[config.mk]
export PLATFORM = sky130hd
export DESIGN_NAME = mac_job_seq_flat
export DESIGN_NICKNAME = d
export VERILOG_FILES = /design/src/rtl/mac_job_seq_pkg.sv /design/src/rtl/mac_job_seq_if.sv /design/src/rtl/mac_job_seq_cnt.sv /design/src/rtl/mac_job_seq.sv /design/src/flat_wrapper.sv
export SDC_FILE = /design/constraint.sdc
export NUM_CORES = 1
export LEC_CHECK = 0
export BUFFER_PORTS_ARGS = -buffer_cell sky130_fd_sc_hd__buf_2
export CORE_AREA = 8 8 303 305
export DETAILED_ROUTE_END_ITERATION = 7
export DIE_AREA = 0 0 311 313
export GPL_TIMING_DRIVEN = 0
export MAX_ROUTING_LAYER = met4
export PLACE_DENSITY = 0.51
export SYNTH_ARGS = -nofsm -noshare
export SYNTH_HDL_FRONTEND = slang
export SYNTH_SLANG_ARGS = --single-unit
[constraint.sdc]
create_clock -name clk -period 3.73 [get_ports clk]
set_input_delay 0.746 -clock clk [delete_from_list [all_inputs] [get_ports clk]]
set_output_delay 0.746 -clock clk [all_outputs]
set_load 0.05 [all_outputs]
[src/rtl/mac_job_seq_pkg.sv]
// Shared widths, mode/state encodings and cfg-word layout for the mac_cluster job sequencer.
package mac_job_seq_pkg;

  localparam int MAC_MIN_WIDTH  = 16;
  localparam int MAC_ACC_WIDTH  = 32;
  localparam int MAC_CONF_WIDTH = 3;
  localparam int MAC_LANES      = 4;

  localparam int OP_W        = MAC_LANES * MAC_MIN_WIDTH;
  localparam int RES_W       = MAC_LANES * MAC_ACC_WIDTH;
  localparam int CFG_W       = RES_W + MAC_CONF_WIDTH;
  localparam int CFG_ACC_BIT = MAC_CONF_WIDTH - 1;

  typedef enum logic [1:0] {
    MAC_SINGLE       = 2'b00,
    MAC_DUAL         = 2'b01,
    MAC_QUAD         = 2'b10,
    MAC_MODE_ILLEGAL = 2'b11
  } mac_mode_e;

  typedef enum logic [2:0] {
    MAC_SEQ_IDLE  = 3'd0,
    MAC_SEQ_LOAD  = 3'd1,
    MAC_SEQ_RUN   = 3'd2,
    MAC_SEQ_DRAIN = 3'd3,
    MAC_SEQ_RESP  = 3'd4
  } seq_state_e;

  function automatic int cfg_init_lsb(input int n);
    return MAC_CONF_WIDTH + n * MAC_ACC_WIDTH;
  endfunction

  // mode in the low bits, accumulate flag on top of the conf field, init0..init3 ascending above it
  function automatic logic [CFG_W-1:0] pack_cfg(input mac_mode_e mode, input logic acc,
                                                input logic [RES_W-1:0] init);
    logic [CFG_W-1:0] cfg;
    cfg = '0;
    cfg[MAC_CONF_WIDTH-2:0] = mode;
    cfg[CFG_ACC_BIT] = acc;
    for (int n = 0; n < MAC_LANES; n++) begin
      cfg[cfg_init_lsb(n) +: MAC_ACC_WIDTH] = init[n*MAC_ACC_WIDTH +: MAC_ACC_WIDTH];
    end
    return cfg;
  endfunction

endpackage

[src/rtl/mac_job_seq_if.sv]
// Host-side job port: command, operand stream and result, each valid/ready.
interface mac_job_seq_if #(
  parameter int LEN_W = 16
);
  import mac_job_seq_pkg::*;

  logic             cmd_valid;
  logic             cmd_ready;
  logic [1:0]       cmd_mode;
  logic             cmd_acc;
  logic [LEN_W-1:0] cmd_len;
  logic [RES_W-1:0] cmd_init;

  logic             op_valid;
  logic             op_ready;
  logic [OP_W-1:0]  op_a;
  logic [OP_W-1:0]  op_b;

  logic             res_valid;
  logic             res_ready;
  logic [RES_W-1:0] res_data;
  logic             res_err;
  logic             busy;

  modport master (
    output cmd_valid, cmd_mode, cmd_acc, cmd_len, cmd_init,
    output op_valid, op_a, op_b, res_ready,
    input  cmd_ready, op_ready, res_valid, res_data, res_err, busy
  );

  modport slave (
    input  cmd_valid, cmd_mode, cmd_acc, cmd_len, cmd_init,
    input  op_valid, op_a, op_b, res_ready,
    output cmd_ready, op_ready, res_valid, res_data, res_err, busy
  );

endinterface

[src/rtl/mac_job_seq_cnt.sv]
// Loadable down-counter with zero flag; load wins over decrement, decrement stops at zero.
module mac_job_seq_cnt #(
  parameter int W = 16
) (
  input  logic         clk,
  input  logic         rst_n,
  input  logic         load,
  input  logic [W-1:0] load_val,
  input  logic         dec,
  output logic [W-1:0] cnt,
  output logic         zero
);

  assign zero = (cnt == '0);

  always_ff @(posedge clk or negedge rst_n) begin
    if (!rst_n) begin
      cnt <= '0;
    end else if (load) begin
      cnt <= load_val;
    end else if (dec && !zero) begin
      cnt <= cnt - W'(1);
    end
  end

endmodule

[src/rtl/mac_job_seq.sv]
// Job sequencer for one mac_cluster: load cfg, stream beats 1/cycle, drain MAC_LAT+1 cycles, hold result until res_ready.
// Last beat accepted at edge E gives res_valid after edge E+MAC_LAT+1; one job in flight, cmd_ready only in IDLE.
module mac_job_seq
  import mac_job_seq_pkg::*;
#(
  parameter int LEN_W   = 16,
  parameter int MAC_LAT = 2
) (
  input  logic             clk,
  input  logic             rst_n,
  mac_job_seq_if.slave     host,
  output logic             mac_rst,
  output logic             mac_en,
  output logic [OP_W-1:0]  mac_a,
  output logic [OP_W-1:0]  mac_b,
  output logic [CFG_W-1:0] mac_cfg,
  input  logic [RES_W-1:0] mac_out
);

  seq_state_e       state_q;
  logic             cmd_ready_q;
  logic             op_ready_q;
  logic             res_valid_q;
  logic             res_err_q;
  logic             busy_q;
  logic [RES_W-1:0] res_data_q;

  logic [LEN_W-1:0] cnt;
  logic [LEN_W-1:0] cnt_val;
  logic             cnt_zero;
  logic             cnt_load;
  logic             cnt_dec;

  logic cmd_hs;
  logic beat_hs;
  logic last_beat;
  logic acc_mode;

  assign cmd_hs    = host.cmd_valid && cmd_ready_q;
  assign beat_hs   = host.op_valid && op_ready_q;
  assign last_beat = beat_hs && (cnt == LEN_W'(1));
  assign acc_mode  = mac_cfg[CFG_ACC_BIT];

  assign host.cmd_ready = cmd_ready_q;
  assign host.op_ready  = op_ready_q;
  assign host.res_valid = res_valid_q;
  assign host.res_err   = res_err_q;
  assign host.res_data  = res_data_q;
  assign host.busy      = busy_q;

  // One counter serves both phases: beats remaining in RUN, drain cycles remaining in DRAIN.
  always_comb begin
    cnt_load = 1'b0;
    cnt_val  = '0;
    cnt_dec  = 1'b0;
    case (state_q)
      MAC_SEQ_IDLE: begin
        cnt_load = cmd_hs;
        cnt_val  = host.cmd_len;
      end
      MAC_SEQ_LOAD: begin
        cnt_load = cnt_zero;
        cnt_val  = LEN_W'(MAC_LAT);
      end
      MAC_SEQ_RUN: begin
        cnt_load = last_beat;
        cnt_val  = LEN_W'(MAC_LAT);
        cnt_dec  = beat_hs && !last_beat;
      end
      MAC_SEQ_DRAIN: cnt_dec = 1'b1;
      default: ;
    endcase
  end

  mac_job_seq_cnt #(.W(LEN_W)) u_cnt (
    .clk      (clk),
    .rst_n    (rst_n),
    .load     (cnt_load),
    .load_val (cnt_val),
    .dec      (cnt_dec),
    .cnt      (cnt),
    .zero     (cnt_zero)
  );

  always_ff @(posedge clk or negedge rst_n) begin
    if (!rst_n) begin
      state_q     <= MAC_SEQ_IDLE;
      cmd_ready_q <= 1'b1;
      op_ready_q  <= 1'b0;
      res_valid_q <= 1'b0;
      res_err_q   <= 1'b0;
      res_data_q  <= '0;
      busy_q      <= 1'b0;
      mac_rst     <= 1'b1;
      mac_en      <= 1'b0;
      mac_a       <= '0;
      mac_b       <= '0;
      mac_cfg     <= '0;
    end else begin
      case (state_q)
        MAC_SEQ_IDLE: begin
          if (cmd_hs) begin
            cmd_ready_q <= 1'b0;
            busy_q      <= 1'b1;
            if (host.cmd_mode == MAC_MODE_ILLEGAL) begin
              state_q     <= MAC_SEQ_RESP;
              res_valid_q <= 1'b1;
              res_err_q   <= 1'b1;
              res_data_q  <= '0;
            end else begin
              state_q <= MAC_SEQ_LOAD;
              mac_cfg <= pack_cfg(mac_mode_e'(host.cmd_mode),
                                  host.cmd_acc || (host.cmd_len == '0), host.cmd_init);
              mac_rst <= 1'b1;
              mac_en  <= 1'b1;
              mac_a   <= '0;
              mac_b   <= '0;
            end
          end
        end
        MAC_SEQ_LOAD: begin
          mac_rst <= 1'b0;
          if (cnt_zero) begin
            state_q <= MAC_SEQ_DRAIN;
          end else begin
            state_q    <= MAC_SEQ_RUN;
            op_ready_q <= 1'b1;
          end
        end
        MAC_SEQ_RUN: begin
          if (beat_hs) begin
            mac_a <= host.op_a;
            mac_b <= host.op_b;
            if (last_beat) begin
              state_q    <= MAC_SEQ_DRAIN;
              op_ready_q <= 1'b0;
            end
          end else if (acc_mode) begin
            mac_a <= '0;
            mac_b <= '0;
          end
        end
        MAC_SEQ_DRAIN: begin
          // zero operands add nothing when accumulating; held operands repeat the product otherwise
          if (acc_mode) begin
            mac_a <= '0;
            mac_b <= '0;
          end
          if (cnt_zero) begin
            state_q     <= MAC_SEQ_RESP;
            res_valid_q <= 1'b1;
            res_err_q   <= 1'b0;
            res_data_q  <= mac_out;
            mac_en      <= 1'b0;
          end
        end
        MAC_SEQ_RESP: begin
          if (host.res_ready) begin
            state_q     <= MAC_SEQ_IDLE;
            res_valid_q <= 1'b0;
            res_err_q   <= 1'b0;
            cmd_ready_q <= 1'b1;
            busy_q      <= 1'b0;
            mac_rst     <= 1'b1;
            mac_en      <= 1'b0;
            mac_a       <= '0;
            mac_b       <= '0;
          end
        end
        default: state_q <= MAC_SEQ_IDLE;
      endcase
    end
  end

endmodule

[src/flat_wrapper.sv]
// flat-port wrapper written by rule: the top's interface ports become plain ports
module mac_job_seq_flat import mac_job_seq_pkg::*;
#(
  parameter int LEN_W   = 16,
  parameter int MAC_LAT = 2
)
  (clk, rst_n, mac_rst, mac_en, mac_a, mac_b, mac_cfg, mac_out, host_cmd_valid, host_cmd_mode, host_cmd_acc, host_cmd_len, host_cmd_init, host_op_valid, host_op_a, host_op_b, host_res_ready, host_cmd_ready, host_op_ready, host_res_valid, host_res_data, host_res_err, host_busy);
  mac_job_seq_if #(.LEN_W(LEN_W)) host_i ();
  input  logic clk;
  input  logic rst_n;
  output logic mac_rst;
  output logic mac_en;
  output logic [OP_W-1:0] mac_a;
  output logic [OP_W-1:0] mac_b;
  output logic [CFG_W-1:0] mac_cfg;
  input  logic [RES_W-1:0] mac_out;
  input wire logic [$bits(host_i.cmd_valid)-1:0] host_cmd_valid;
  input wire logic [$bits(host_i.cmd_mode)-1:0] host_cmd_mode;
  input wire logic [$bits(host_i.cmd_acc)-1:0] host_cmd_acc;
  input wire logic [$bits(host_i.cmd_len)-1:0] host_cmd_len;
  input wire logic [$bits(host_i.cmd_init)-1:0] host_cmd_init;
  input wire logic [$bits(host_i.op_valid)-1:0] host_op_valid;
  input wire logic [$bits(host_i.op_a)-1:0] host_op_a;
  input wire logic [$bits(host_i.op_b)-1:0] host_op_b;
  input wire logic [$bits(host_i.res_ready)-1:0] host_res_ready;
  output wire logic [$bits(host_i.cmd_ready)-1:0] host_cmd_ready;
  output wire logic [$bits(host_i.op_ready)-1:0] host_op_ready;
  output wire logic [$bits(host_i.res_valid)-1:0] host_res_valid;
  output wire logic [$bits(host_i.res_data)-1:0] host_res_data;
  output wire logic [$bits(host_i.res_err)-1:0] host_res_err;
  output wire logic [$bits(host_i.busy)-1:0] host_busy;
  assign host_i.cmd_valid = host_cmd_valid;
  assign host_i.cmd_mode = host_cmd_mode;
  assign host_i.cmd_acc = host_cmd_acc;
  assign host_i.cmd_len = host_cmd_len;
  assign host_i.cmd_init = host_cmd_init;
  assign host_i.op_valid = host_op_valid;
  assign host_i.op_a = host_op_a;
  assign host_i.op_b = host_op_b;
  assign host_i.res_ready = host_res_ready;
  assign host_cmd_ready = host_i.cmd_ready;
  assign host_op_ready = host_i.op_ready;
  assign host_res_valid = host_i.res_valid;
  assign host_res_data = host_i.res_data;
  assign host_res_err = host_i.res_err;
  assign host_busy = host_i.busy;
  mac_job_seq #(.LEN_W(LEN_W), .MAC_LAT(MAC_LAT)) u_core (.clk(clk), .rst_n(rst_n), .host(host_i), .mac_rst(mac_rst), .mac_en(mac_en), .mac_a(mac_a), .mac_b(mac_b), .mac_cfg(mac_cfg), .mac_out(mac_out));
endmodule
==> flow_summary.toml, run 1 <==
[sta]
setup_ws_ns = 0.498
maxSlewHeadroom_pct = 39.4
clock.fmax_mhz = 309
whs_ns = 0.0404
fin_skew_ns = 0.0178
grt_setup_unrepaired = "no"
setup_viol = 0
hold_viol = 0
min_period_ns = 3.23
slew_violations = 0
worst_pin_slew_ns = 0.903
fin_crit_sh_pct = 86.6

[global_route]
gr-usage-all-layers_pct = 14.4
grt_antenna_before_repair = 26
grt_overflow = 0
grt_pass1_vias = 14600
grt_max_degree = 102
grt_pass1_wl_mm = 103

[cts]
cts_tree = "built"
root_buffer = "clkbuf_16"
cts_htree_levels = 2
cts.reportedPaths.clkPinSlew_ns = 0.06
clockBufferDepth = 3
clock_insertion_delay_worst_skew_ns = 0.59
post_cts.repair.setup_buffers = 0
cts_buffers = 51
cts_hold_buf = 0
clock-sinks = 413

[worst_setup_path]
worstReg2RegStart = "u_core.state_q[0]$_DFFE_PN0P_"
critical_path_class = "flip-flop to flip-flop"
arrival_ns = 3.75
critPathLaunchType = "flip-flop"
r2r-end = "u_core.mac_b[11]$_DFFE_PN0P_"
cp-end-kind = "flip-flop"
reg2reg_slack_ns = 0.50
crit_fanout = 10
r2r_cells = 8
critPathRequiredTime_ns = 4.25

[finish]
final_cell_mix = "841 x buf_2, 411 x dfrtp_1, 282 x nand2_1"
final_util_pct = 26.9
areaGrowthSynthToFinish_pct = 45.8
drive_gt1_share_pct = 49.1
layout_commonest_cell = "buf_2"
fin_nets = 2587
layoutNonFillerInstCount = 3401

[placed_design]
dp_hpwl_mm = 56.3
place.port_buffers = 801
placedCellCount = 3289
place_ws_ns = 0.107
gp_congestion = 0.856

[power_and_ir_drop]
p_leak_nw = 13.0
total_power_mw = 15.1
p_per_area_nw_per_um2 = 642
vdd.ir_drop.worst_v = 0.000334

[synthesis]
postSynthAreaPerCell_sq_um = 12.2
synth_area_sq_um = 16100
yosys_register_bits = 413
async_reset_ff_share_pct = 100
postSynthCellCount = 1319
ys.flop_type = "dfrtp_1"
yosysWarningCount = 0
synthDistinctLibCells = 55
synth-edff-count = 0
synth-seq-area-share_pct = 64.2
synth_fp_nets = 1729

[drt]
wl_per_cell_um = 21.0
drt-total-wl_mm = 71.3
drtIter0Drc = 1099
postRouteAntennaNets = 0
vias_per_cell = 4.06
drc = 0
dr.pass1.iters = 4
vias = 13800

[floorplanning]
die-area_sq_um = 97300
die_w_um = 311
die_h_um = 313
num_rows = 109
coreArea_sq_um = 87300
start_util_pct = 18.4
boundaryPins = 802

[job]
max-cap-violations = 0

[min_path]
min_path_type = "input pin to async pin"

[status]
outcome = "completed"
final cells by class:
class / count / area (sq um)
Fill cell: 9385 / 63800
Sequential cell: 413 / 10300
Multi-Input combinational cell: 805 / 5220
Timing Repair Buffer: 805 / 4130
Clock buffer: 70 / 1470
Tap cell: 1165 / 1460
Buffer: 93 / 505
Clock inverter: 22 / 265
Antenna cell: 20 / 50.0
Inverter: 8 / 30.0
worst max-delay path: stages (launching register included):
cell	delay (ns)
dfrtp_1	0.35
buf_2	0.18
nor2_1	0.43
o211ai_1	0.29
o21ai_0	0.25
o21bai_1	0.34
clkbuf_1	0.73
buf_2	0.40
a22o_1	0.19
layer usage:
metal,vias up,share of wire [%],track usage (%)
li1,6403,-,-
met1,6776,41,17.0
met2,525,49,23.5
met3,111,6.8,4.10
met4,0,2.8,4.62
met5,-,0,-
registers in the layout (all words and copies together), names as in the netlist:
register,flops
u_core.u_cnt.cnt,16
u_core.state_q,3
u_core.mac_a,64
u_core.mac_en,1
u_core.host.cmd_ready,1
u_core.host.res_err,1
u_core.mac_cfg,131
u_core.mac_rst,1
u_core.host.res_data,128
u_core.host.res_valid,1
u_core.mac_b,64
u_core.host.op_ready,1
u_core.host.busy,1
timing repair:
action | 4_1_cts | 5_1_grt
resized for setup | 0 | 1
hold endpoints to repair | 0 | 0
endpoints found under the setup margin | 0 | 69
cells in the mapped netlist (3+ instances only):
| master | count | area [sq um] |
|---|---|---|
| a21oi_1 | 12 | 60.1 |
| a22o_1 | 128 | 1120 |
| a22oi_1 | 7 | 52.6 |
| a31oi_1 | 7 | 43.8 |
| a41oi_1 | 3 | 26.3 |
| buf_1 | 3 | 11.3 |
| buf_2 | 41 | 205 |
| buf_4 | 4 | 30.0 |
| buf_6 | 12 | 135 |
| clkbuf_1 | 33 | 124 |
| dfrtp_1 | 411 | 10300 |
| inv_1 | 8 | 30.0 |
| mux2_2 | 128 | 1440 |
| mux2i_1 | 9 | 90.1 |
| nand2_1 | 282 | 1060 |
| nand3_1 | 136 | 681 |
| nand3b_1 | 3 | 22.5 |
| nand4_1 | 4 | 25.0 |
| nor2_1 | 17 | 63.8 |
| nor3_1 | 4 | 20.0 |
| nor4_1 | 8 | 50.1 |
| o21ai_0 | 11 | 55.1 |
| or3_1 | 5 | 31.3 |
| or4_1 | 4 | 30.0 |
per-stage QoR:
| step | cell area [sq um] | TNS (ns) |
|---|---|---|
| 2_1_floorplan | 16100 | 0 |
| 3_3_place_gp | 21600 | -2903.09 |
| 5_1_grt | 23500 | 0 |
| 6_report | 23500 | 0 |
| 3_5_place_dp | 21700 | 0 |
| 4_1_cts | 23400 | 0 |
logic make-up after synthesis:
group / after synthesis / synth area share (%)
AO/OA/AOI/OAI: 188 / 9.52
AND/OR/NAND/NOR: 477 / 13.2
multiplexers: 137 / 9.52
adder cells (fa/ha/maj): 2 / 0.155
buffers and inverters: 101 / 3.33
XOR/XNOR: 1 / 0.0544
flip-flops: 413 / 64.2
where the power goes:
| part | total (mW) | switching [mW] | internal [mW] |
|---|---|---|---|
| logic | 4.33 | 3.26 | 1.07 |
| clock network | 5.19 | 2.09 | 3.10 |
| registers | 5.56 | 0.430 | 5.13 |
| total | 15.1 | 5.78 | 9.30 |
worst max path at each step:
stage | from | end | cells after the start | slack (ns)
after floorplan | u_core.u_cnt.cnt[0]$_DFFE_PN0P_ | u_core.u_cnt.cnt[0]$_DFFE_PN0P_ | 8 | 1.36
after global placement | rst_n | u_core.host.res_data[36]$_DFFE_PN0P_ | 1 | -7.15
after detailed placement | u_core.state_q[2]$_DFFE_PN0P_ | u_core.mac_cfg[125]$_DFFE_PN0P_ | 7 | 0.11
after CTS | u_core.state_q[2]$_DFFE_PN0P_ | u_core.mac_cfg[125]$_DFFE_PN0P_ | 7 | 0.06
after global routing | u_core.state_q[0]$_DFFE_PN0P_ | u_core.mac_b[11]$_DFFE_PN0P_ | 8 | 0.09
final | u_core.state_q[0]$_DFFE_PN0P_ | u_core.mac_b[11]$_DFFE_PN0P_ | 8 | 0.50
Power figures use the tool's default switching activity.
==> inputs of run 2 (changes only) <==
--- a/config.mk
+++ b/config.mk
@@ -5,7 +5,7 @@
 export SDC_FILE = /design/constraint.sdc
 export NUM_CORES = 1
 export LEC_CHECK = 0
-export BUFFER_PORTS_ARGS = -buffer_cell sky130_fd_sc_hd__buf_2
+export BUFFER_PORTS_ARGS = -buffer_cell sky130_fd_sc_hd__clkbuf_2
 export CORE_AREA = 8 8 303 305
 export DETAILED_ROUTE_END_ITERATION = 7
 export DIE_AREA = 0 0 311 313
==> run 2 against run 1 <==
Combinational power barely moved. Utilization barely moved. Sequential power barely moved. Largest cell class unchanged. Highest routed layer unchanged.
==> flow_summary.toml, run 2 (synthesized netlist as in run 1, its figures left out) <==
[floorplanning]
start_util_pct = 18.4
boundaryPins = 802
die-area_sq_um = 97300
die_w_um = 311
die_h_um = 313
num_rows = 109
coreArea_sq_um = 87300

[cts]
cts_buffers = 51
clock_insertion_delay_worst_skew_ns = 0.59
cts.reportedPaths.clkPinSlew_ns = 0.06
root_buffer = "clkbuf_16"
cts_htree_levels = 2
cts_tree = "built"
clockBufferDepth = 3
clock-sinks = 413
cts_hold_buf = 0

[placed_design]
place.port_buffers = 801
placed_area_sq_um = 21700
dp_hpwl_mm = 56.3
gp_congestion = 0.856
place_ws_ns = 0.133
placedCellCount = 3289

[sta]
clock.fmax_mhz = 298
fin_crit_sh_pct = 89.9
min_period_ns = 3.35
tns_ns = 0
setup_ws_ns = 0.376
fin_skew_ns = 0.0169
whs_ns = 0.189
grt_setup_unrepaired = "no"
setup_viol = 0
worst_pin_slew_ns = 0.979
slew_violations = 0
hold_viol = 0
maxSlewHeadroom_pct = 34.2

[job]
max-cap-violations = 0

[worst_setup_path]
cp-end-kind = "flip-flop"
reg2reg_slack_ns = 0.38
critPathRequiredTime_ns = 4.25
critPathBufInv = 3
critical_path_class = "flip-flop to flip-flop"
r2r-end = "u_core.mac_b[4]$_DFFE_PN0P_"
r2r_cells = 8
crit_fanout = 10
path_delay_family = "buffers and inverters"
crit_slowest_cell = "clkbuf_1"
critPathLaunchType = "flip-flop"
crit_path_frequent_cell = "buf_2"
arrival_ns = 3.87
worstReg2RegStart = "u_core.state_q[0]$_DFFE_PN0P_"
critical-path-max-stage-delay_ns = 0.70
crit_chain = "buf_2 -> nor2_1 -> o211ai_1 -> o21ai_0 -> o21bai_1 -> clkbuf_1 -> buf_2 -> a22o_1"

[finish]
fin_nets = 2587
fin_area_sq_um = 23400
ff_latch_area_sq_um = 10300
fillCellCount = 9357
final_cell_mix = "800 x clkbuf_2, 411 x dfrtp_1, 282 x nand2_1"
multi_input_area_sq_um = 5220
layoutNonFillerInstCount = 3391
areaGrowthSynthToFinish_pct = 45.7
final_util_pct = 26.9
drive_gt1_share_pct = 49.0
largest_register = "u_core.mac_cfg"
largest_register_ffs = 131
layout_commonest_cell = "clkbuf_2"

[drt]
vias_per_cell = 4.03
drtIter0Drc = 810
drc = 0
wl_per_cell_um = 20.8
dr.pass1.iters = 4
vias = 13700
postRouteAntennaNets = 0
drt-total-wl_mm = 70.6

[global_route]
gr-usage-all-layers_pct = 14.3
grt_pass1_wl_mm = 102
busiest_layer = "met2"
grt.met2_usage_pct = 23.7
globalRouteMet3Util_pct = 4.08
grt_use_met1_pct = 16.9
grt_max_degree = 98
grt_antenna_before_repair = 16
grt_overflow = 0
grt_pass1_vias = 14600

[status]
outcome = "completed"

[power_and_ir_drop]
clkPwrFrac_pct = 34.4
switching_share_pct = 38.4
p_leak_nw = 12.8
p_switching_mw = 5.78
intPower_mw = 9.28
total_power_mw = 15.1
vdd.ir_drop.worst_v = 0.000305
power_frac_comb_pct = 28.6
p_per_area_nw_per_um2 = 642
seq_power_share_pct = 37.1

[min_path]
min_path_type = "input pin to async pin"
-- run 2: layout make-up --
cell class | count | area share [%]
Antenna cell | 11 | 0.117
Multi-Input combinational cell | 805 | 22.3
Inverter | 8 | 0.128
Sequential cell | 413 | 44.1
Clock inverter | 24 | 1.38
Timing Repair Buffer | 805 | 17.6
Buffer | 93 | 2.16
Tap cell | 1165 | 6.22
Clock buffer | 67 | 6.04
-- run 2: timing repair --
item | 4_1_cts | 5_1_grt
setup endpoints to repair | 0 | 68
buffers inserted | 0 | 0
gates resized for setup | 0 | 1
-- run 2: how the worst max path moves through the flow --
stage	startpoint	endpoint	slack [ns]	cells after the start
after global placement	rst_n	u_core.host.res_data[74]$_DFFE_PN0P_	-8.22	1
after floorplan	u_core.u_cnt.cnt[0]$_DFFE_PN0P_	u_core.u_cnt.cnt[0]$_DFFE_PN0P_	1.36	8
after global routing	u_core.state_q[0]$_DFFE_PN0P_	u_core.mac_b[3]$_DFFE_PN0P_	0.009	8
after CTS	u_core.state_q[2]$_DFFE_PN0P_	u_core.mac_cfg[127]$_DFFE_PN0P_	0.12	7
final	u_core.state_q[0]$_DFFE_PN0P_	u_core.mac_b[4]$_DFFE_PN0P_	0.38	8
after detailed placement	u_core.state_q[2]$_DFFE_PN0P_	u_core.mac_cfg[129]$_DFFE_PN0P_	0.13	7
-- run 2: power groups by stage --
stage	clock network [mW]	registers (mW)	logic, mW
2_1_floorplan	0	7.55	0.956
3_3_place_gp	0	5.64	4.34
3_5_place_dp	0	5.65	4.37
4_1_cts	5.38	5.57	4.38
5_1_grt	5.56	5.66	4.59
6_report	5.18	5.58	4.30
-- run 2: routing by layer --
metal	part of all wire, %	wire, um
met1	41	28700
met2	50	35000
met3	7.2	5100
met4	2.6	1810
met5	0	0
